`src/rtl/arm_ctrl_pkg.sv`:
```
// Shared types, constants and the next-PC selection function for the ARM
// fetch controller.
package arm_ctrl_pkg;

  typedef enum logic [1:0] {
    BOOT  = 2'd0,
    FETCH = 2'd1,
    ISSUE = 2'd2
  } fetch_state_t;

  // Widest PC the selection function handles. Narrower PCs are zero-extended
  // on entry and truncated on exit, which keeps the arithmetic modulo 2^WIDTH.
  localparam int MAX_WIDTH = 64;

  localparam int PC_INC        = 4;
  localparam int PC_R15_OFFSET = 8;

  // Redirect priority: ALU write to R15, then branch, then sequential.
  // Redirect targets are forced to word alignment.
  function automatic logic [MAX_WIDTH-1:0] next_pc_sel(
    input logic                 pc_write,
    input logic                 branch_taken,
    input logic [MAX_WIDTH-1:0] alu_result,
    input logic [MAX_WIDTH-1:0] branch_target,
    input logic [MAX_WIDTH-1:0] pc
  );
    logic [MAX_WIDTH-1:0] sel;
    if (pc_write) begin
      sel = alu_result & ~MAX_WIDTH'(3);
    end else if (branch_taken) begin
      sel = branch_target & ~MAX_WIDTH'(3);
    end else begin
      sel = pc + MAX_WIDTH'(PC_INC);
    end
    return sel;
  endfunction

endpackage

```
`src/rtl/pc_next_mux.sv`:
```
// Combinational next-PC selection: priority redirect select, word alignment
// and sequential increment, plus the R15 read value (pc + 8).
module pc_next_mux
  import arm_ctrl_pkg::*;
#(
  parameter int WIDTH = 32
) (
  input  logic             pc_write,
  input  logic             branch_taken,
  input  logic [WIDTH-1:0] alu_result,
  input  logic [WIDTH-1:0] branch_target,
  input  logic [WIDTH-1:0] pc,
  output logic             redirect,
  output logic [WIDTH-1:0] next_pc,
  output logic [WIDTH-1:0] pc_plus8
);

  logic [MAX_WIDTH-1:0] sel_wide;
  // Upper bits of the wide result are only meaningful when WIDTH == MAX_WIDTH.
  logic                 unused_sel;

  // Select in the wide domain, then truncate back to WIDTH (modulo wrap).
  always_comb begin
    sel_wide = next_pc_sel(pc_write, branch_taken,
                           MAX_WIDTH'(alu_result),
                           MAX_WIDTH'(branch_target),
                           MAX_WIDTH'(pc));
  end

  assign next_pc    = sel_wide[WIDTH-1:0];
  assign unused_sel = ^sel_wide;
  assign redirect   = pc_write | branch_taken;
  assign pc_plus8   = pc + WIDTH'(PC_R15_OFFSET);

endmodule

```
`src/rtl/pc_fetch_sequencer.sv`:
```
// Program counter owner and instruction-fetch sequencer. Issues one fetch at
// a time over a req/ready handshake, presents the fetched PC to decode, and
// redirects on branch or R15 writes without ever withdrawing a request.
module pc_fetch_sequencer
  import arm_ctrl_pkg::*;
#(
  parameter int               WIDTH        = 32,
  parameter logic [WIDTH-1:0] RESET_VECTOR = '0,
  parameter int               CNT_WIDTH    = 16
) (
  input  logic                 clk,
  input  logic                 reset,
  input  logic                 stall,
  input  logic                 branch_taken,
  input  logic [WIDTH-1:0]     branch_target,
  input  logic                 pc_write,
  input  logic [WIDTH-1:0]     alu_result,
  output logic                 imem_req,
  output logic [WIDTH-1:0]     imem_addr,
  input  logic                 imem_ready,
  output logic                 instr_valid,
  output logic [WIDTH-1:0]     pc,
  output logic [WIDTH-1:0]     pc_plus8,
  output logic [CNT_WIDTH-1:0] fetch_count
);

  fetch_state_t         state_reg, state_next;
  logic [WIDTH-1:0]     pc_reg, pc_next;
  logic [WIDTH-1:0]     pend_addr_reg, pend_addr_next;
  logic                 redirect_pend_reg, redirect_pend_next;
  logic [CNT_WIDTH-1:0] fetch_count_reg, fetch_count_next;

  logic                 redirect;
  logic [WIDTH-1:0]     mux_next_pc;

  pc_next_mux #(
    .WIDTH(WIDTH)
  ) u_pc_next_mux (
    .pc_write      (pc_write),
    .branch_taken  (branch_taken),
    .alu_result    (alu_result),
    .branch_target (branch_target),
    .pc            (pc_reg),
    .redirect      (redirect),
    .next_pc       (mux_next_pc),
    .pc_plus8      (pc_plus8)
  );

  // State, PC, pending-redirect and retired-fetch counter registers.
  always_ff @(posedge clk) begin
    if (reset) begin
      state_reg         <= BOOT;
      pc_reg            <= RESET_VECTOR;
      pend_addr_reg     <= '0;
      redirect_pend_reg <= 1'b0;
      fetch_count_reg   <= '0;
    end else begin
      state_reg         <= state_next;
      pc_reg            <= pc_next;
      pend_addr_reg     <= pend_addr_next;
      redirect_pend_reg <= redirect_pend_next;
      fetch_count_reg   <= fetch_count_next;
    end
  end

  // Next-state, PC update and handshake outputs.
  always_comb begin
    state_next         = state_reg;
    pc_next            = pc_reg;
    pend_addr_next     = pend_addr_reg;
    redirect_pend_next = redirect_pend_reg;
    fetch_count_next   = fetch_count_reg;
    imem_req           = 1'b0;
    instr_valid        = 1'b0;

    case (state_reg)
      BOOT: begin
        state_next = FETCH;
      end

      FETCH: begin
        imem_req = 1'b1;
        if (imem_ready) begin
          if (redirect) begin
            // Response belongs to the old stream: drop it and refetch.
            pc_next            = mux_next_pc;
            redirect_pend_next = 1'b0;
          end else if (redirect_pend_reg) begin
            pc_next            = pend_addr_reg;
            redirect_pend_next = 1'b0;
          end else begin
            state_next = ISSUE;
          end
        end else if (redirect) begin
          // Request stays in flight; remember the youngest redirect.
          pend_addr_next     = mux_next_pc;
          redirect_pend_next = 1'b1;
        end
      end

      ISSUE: begin
        instr_valid = 1'b1;
        if (!stall) begin
          fetch_count_next = fetch_count_reg + CNT_WIDTH'(1);
        end
        if (redirect || !stall) begin
          pc_next    = mux_next_pc;
          state_next = FETCH;
        end
      end

      default: begin
        state_next = BOOT;
      end
    endcase
  end

  assign imem_addr   = pc_reg;
  assign pc          = pc_reg;
  assign fetch_count = fetch_count_reg;

endmodule

```
`config.mk`:
```
export PLATFORM = sky130hd
export DESIGN_NAME = pc_fetch_sequencer
export DESIGN_NICKNAME = d
export VERILOG_FILES = /design/src/rtl/arm_ctrl_pkg.sv /design/src/rtl/pc_next_mux.sv /design/src/rtl/pc_fetch_sequencer.sv
export SDC_FILE = /design/constraint.sdc
export NUM_CORES = 1
export LEC_CHECK = 0
export ABC_CLOCK_PERIOD_IN_PS = 3160
export CORE_MARGIN = 2
export CORE_UTILIZATION = 30
export DETAILED_ROUTE_END_ITERATION = 16
export PLACE_DENSITY = 0.58
export SLEW_MARGIN = 20
export SYNTH_ARGS = -nofsm -noshare
export SYNTH_HDL_FRONTEND = slang
export SYNTH_HIERARCHICAL = 1
export SYNTH_SLANG_ARGS = --single-unit
```
`constraint.sdc`:
```
create_clock -name clk -period 3.16 [get_ports clk]
set_input_delay 0.632 -clock clk [delete_from_list [all_inputs] [get_ports clk]]
set_output_delay 0.632 -clock clk [all_outputs]
set_load 0.01 [all_outputs]
```
==> Yosys cells after proc, flatten, opt, wreduce, memory -nomap -nowiden <==
Index checks and enable logic that the tools add are counted.
{ "totals": {"regBits": 83, "input_bits": 70, "output_inout_bits": 114, "wordCells": 44} }
{ "classes": {"n_addsub": 3, "eq_ne": 7, "n_mux": 16, "n_bitwise": 3, "n_reduce_logical": 10} }
{ "ops": {"columns": ["cell", "count"], "rows": [
  ["$mux 32", 6],
  ["$pmux 32 s2", 1],
  ["$add 32x3->32 const B", 1],
  ["$add 32x4->32 const B", 1],
  ["$add 16x1->16 const B", 1],
  ["$mux 2", 4],
  ["$ne 2x2->1 const B", 4],
  ["$reduce_and 4->1", 2],
  ["$pmux 2 s3", 1],
  ["$mux 1", 4],
  ["$reduce_and 2->1", 2],
  ["$reduce_bool 2->1", 2],
  ["$ne 3x3->1 const B", 1],
  ["$reduce_and 3->1", 1],
  ["$eq 2x1->1 const B", 1],
  ["$eq 2x2->1 const B", 1],
  ["$logic_not 2->1", 1],
  ["$not 1->1", 2],
  ["$logic_not 1->1", 1],
  ["$logic_or 1x1->1", 1],
  ["$or 1x1->1", 1]
]} }

==> Depth between registers and ports, before layout <==
{ "logic_depth": {"ltp_word": 6, "depth_mapped": 11, "ltp_nobuf": 8} }

==> Hierarchy <==
The synthesis kept the hierarchy.
{ "modules_own_cells": {"columns": ["module", "instances", "cells_per_inst", "area_each_um2", "seq_area_each_um2"], "rows": [
  ["pc_fetch_sequencer", 1, 417, 3668.5, 1661.6],
  ["pc_next_mux", 1, 264, 1657.8, 0.0]
]} }

==> Worst setup path before layout <==
No wires, ideal clock.
{ "synth_path": {"path_type": "input-to-reg", "startpoint": "in branch_taken", "endpoint": "reg pc_reg[16], in the netlist imem_addr[16]", "setup_ns": 0.086, "t_arrival_ns": 2.466, "required_time_ns": 3.074, "setup_slack_ns": 0.609, "path_stages": 10, "path_buffers": 5, "path_cell_list": "clkbuf_1 -> nor2_1 -> inv_1 -> clkbuf_1 -> clkbuf_1 -> nand2b_1 -> a22o_1 -> buf_2 -> buf_2 -> a211oi_1"} }
{ "synth_via": {"elab_cells_between_ends": 11, "cone_classes": "eq/ne (2); mux (6); bitwise (1); reduce/logical (2)"} }
{ "synth_rtl": {"columns": ["item", "line_no", "source"], "rows": [
  ["start: declaration", "pc_fetch_sequencer.sv:14", "input logic branch_taken,"],
  ["$or 1x1->1 *", "pc_next_mux.sv:32", "assign redirect = pc_write | branch_taken;"],
  ["via redirect", "pc_fetch_sequencer.sv:33", "logic redirect;"],
  ["$mux 32 or $logic_or 1x1->1 (tied branches)", "pc_fetch_sequencer.sv:84, pc_fetch_sequencer.sv:106", null],
  ["$mux 32 or $ne 2x2->1 (tied branches)", null, null],
  ["$pmux 32 s2 or $reduce_and 4->1 (tied branches)", null, null],
  ["end signal: assignment", "pc_fetch_sequencer.sv:59", "pc_reg <= pc_next;"],
  ["end: declaration", "pc_fetch_sequencer.sv:28", "logic [WIDTH-1:0] pc_reg, pc_next;"]
]} }
The timed path passes the listed nets; every way through them passes the cells marked *. The select of a mux whose other input is x is not followed.
A chain may end at the register's enable or synchronous reset.

==> Worst setup path after layout <==
{ "layout_path": {"startpoint": "reg pc_reg[3], in the netlist imem_addr[3]", "endpoint": "out pc_plus8[25]"} }
{ "layout_via": {"elab_chain_len": 1} }
{ "layout_lines": {"columns": ["item", "line_no", "source"], "rows": [
  ["$add 32x4->32", "pc_next_mux.sv:33", "assign pc_plus8 = pc + WIDTH'(PC_R15_OFFSET);"],
  ["end: declaration", "pc_fetch_sequencer.sv:23", "output logic [WIDTH-1:0] pc_plus8,"]
]} }
No other way between the ends.

==> summary.md <==
| Metric | Value |
|---|---|
| Clk slew on worst S/H paths | `0.06 ns` |
| RSZ-0062 raised after global routing | `true` |
| Synth top area cells | `dfxtp_1 31%, nand2_1 7.3%, mux2i_1 7.0%` |
| Leak pwr | `around 2.9 nW` |
| Post-route clock skew | `0.009387 ns` |
| Max-slew headroom | `34.65%` |
| CTS Buffer Depth | `2` |
| Synth area leader | `dfxtp_1` |
| CP required | `roughly 2.5 ns` |
| Row count | `48` |
| Path depth of the worst reg2reg path | `10` |
| Post-Synth Adder-Cell Area | `less than 1%` |
| Status | `finished, final reports clean` |
| Syn_nets | `754` |
| Most frequent cells after synthesis | `103 x nand2_1, 83 x dfxtp_1, 64 x nor2_1, 54 x a21oi_1, 42 x buf_4` |
| Multi-input gate area | `0.003193 sq mm` |
| Antenna-violating nets left | `0` |
| Netlist cell types | `57` |
| Layout Nets | `912` |
| Fin. Hold Viols | `0` |
| Final worst path period need | `3.073 ns` |
| Final-layout fill cell count | `about 1800` |
| HPWL after DPL | `about 12000 um` |
| Largest family of logic cells by synthesized area | `simple AND/OR/NAND/NOR gates` |
| IO Pins | `about 180` |
| Post-synth top area share | `31.20%` |
| Mean post-synth cell area | `~8 sq um` |
| Iter 0 DRT Violations | `229` |
| FFs w/ async S/R, synth | `0%` |
| Root Driver | `clkbuf_16` |
| Setup WS pre-CTS | `roughly 0.12 ns` |
| Synthesized cell area | `0.005326 sq mm` |
| Vias | `5196` |
| Top sig layer | `met4` |
| Worst setup margin | `0.08679 ns` |
| Initial antenna violation count | `0` |
| Drt wl/cell | `around 16 um` |
| Hold Slack | `~0.45 ns` |
| Die Area | `0.01884 sq mm` |
| Largest net degree at the start of global routing | `65` |
| Clk sinks | `83` |
| Mapped Cells | `681` |
| Max Fanout on Critical Path | `4` |
| Max Cap Viol | `0` |
| Seq cells post-synth | `between 80 and 90` |
| Synth Area in Simple Gates | `between 20% and 30%` |
| Initial DRT Pass Iterations | `4` |
| Count leader, synth | `nand2_1` |
| DRC violations left | `0` |
| Ys Warns | `6` |
| Compound-Gate Fraction of Synth Area | `15.29%` |
| Post-synthesis sequential area ratio | `31.20%` |
| Share of layout cells above drive strength 1 | `12.44%` |
| Met3 wire length | `795 um` |
| Core area | `about 0.017 sq mm` |
| Global-route wire length before repair | `26390 um` |
| Pwr/cell area | `394.4 mW/mm^2` |
| Synth Area in XOR/XNOR | `10.36%` |
| Area Growth Syn to Fin | `45.10%` |
| CTS Buf Count | `9` |
| Vias per cell | `4.861` |
| Wl on met1 | `7769 um` |
| Die height | `137.2 um` |
| Final setup fails | `0` |
| Hold Path Cell Cnt | `2` |
| Post-synth EDFFs | `0` |
| Worst VDD drop | `0.0002786 V` |
| DR WL met2 | `around 8400 um` |
| Global route overflow | `0` |
| Startpoint types | `register` |
| I/O Buffers | `179` |
| Vias in the first global route | `about 4800` |
| Initial Utilization | `30.69%` |
| CP arrival | `2.44 ns` |
| Max Slew Vio Count | `0` |
| Worst slew pin tran | `between 0.9 and 1 ns` |
| Mux cell area share after synthesis | `7.799%` |
| CTS tree | `built` |
| Hold-fix buffers at CTS | `0` |
| HP Class | `reg -> reg` |
| GRT Total Usage | `18.22%` |
| Gpl congestion | `0.8000` |
| Main synth FF type | `dfxtp_1` |
| Worst setup EP type | `primary output` |
| Final wirelength | `17110 um` |
| Critical path class | `reg -> out` |
| Register area | `0.001665 sq mm` |
| Achievable frequency | `about 330 MHz` |
| Utilization after layout | `44.53%` |
| Die width | `137.2 um` |
| Clk_lat worst skew | `about 0.35 ns` |
| Antenna cells | `0` |
| Number of H-tree levels | `3` |
| Final period util | `just under 100%` |
report_power, final:
| group | total (W) | switching (W) | internal (W) |
|---|---|---|---|
| registers | 0.00115 | 0.0000479 | 0.00110 |
| clock network | 0.00119 | 0.000448 | 0.000738 |
| logic | 0.000716 | 0.000335 | 0.000381 |
| total | 0.00305 | 0.000831 | 0.00222 |
layout make-up:
type,count,share of cell area (%)
Clock buffer,11,3.270
Clock inverter,5,1.101
Inverter,8,0.3885
Multi-Input combinational cell,505,41.31
Sequential cell,83,21.55
Tap cell,225,3.643
Timing Repair Buffer,232,28.74
cell families after synthesis:
group	count (synthesis)
flops	83
xor+xnor	63
compound gates	136
mux	41
fa+ha+maj	3
buf+inv	93
simple gates	262
path summary, 6_finish.rpt:
check                    startpoint                end  slack [ns]
setup / recovery       imem_addr[3]       pc_plus8[25]        0.09
hold / removal    pend_addr_reg[17]  pend_addr_reg[17]        0.45
setup reg to reg       imem_addr[8]      imem_addr[23]        0.55
hold reg to reg   pend_addr_reg[17]  pend_addr_reg[17]        0.45
critical path, stage by stage (launching register included):
cell and delay, ns:
dfxtp_1 0.37, ha_2 0.24, nand3_2 0.18, nor4_2 0.32
buf_4 0.19, nand2_1 0.09, xnor2_1 0.14, clkdlybuf4s50_1 0.56
repair_timing:
item	CTS	global route
resized for setup	13	11
buffers inserted	0	2
endpoints found under the setup margin	13	14
pin swaps	1	3
metrics by stage:
stage	power (W)	instance area [sq um]	cells	TNS [ns]
2_1_floorplan	0.001549	5326	681	0
3_3_place_gp	0.001886	7289	1051	0
3_5_place_dp	0.001890	7289	1051	0
4_1_cts	0.003097	7676	1067	-0.009337
5_1_grt	0.003203	7729	1069	-0.1174
6_report	0.003048	7729	1069	0
cell usage in the layout (no fill, tap or decap), drive strengths merged, types with 27 or more instances in the layout:
cell           count
o21ai             27
mux2i             37
a211oi            33
dfxtp             83
a21oi             54
xor2              36
xnor2             27
buf               54
nand2            103
nor2              68
clkdlybuf4s50    172
metal layers:
metal | track usage (%) | vias up
li1 | - | 2644
met2 | 31.21 | 114
met1 | 23.70 | 2429
met3 | 2.833 | 9
met4 | 5.155 | 0
met5 | 0 | -
Power figures use the tool's default switching activity.
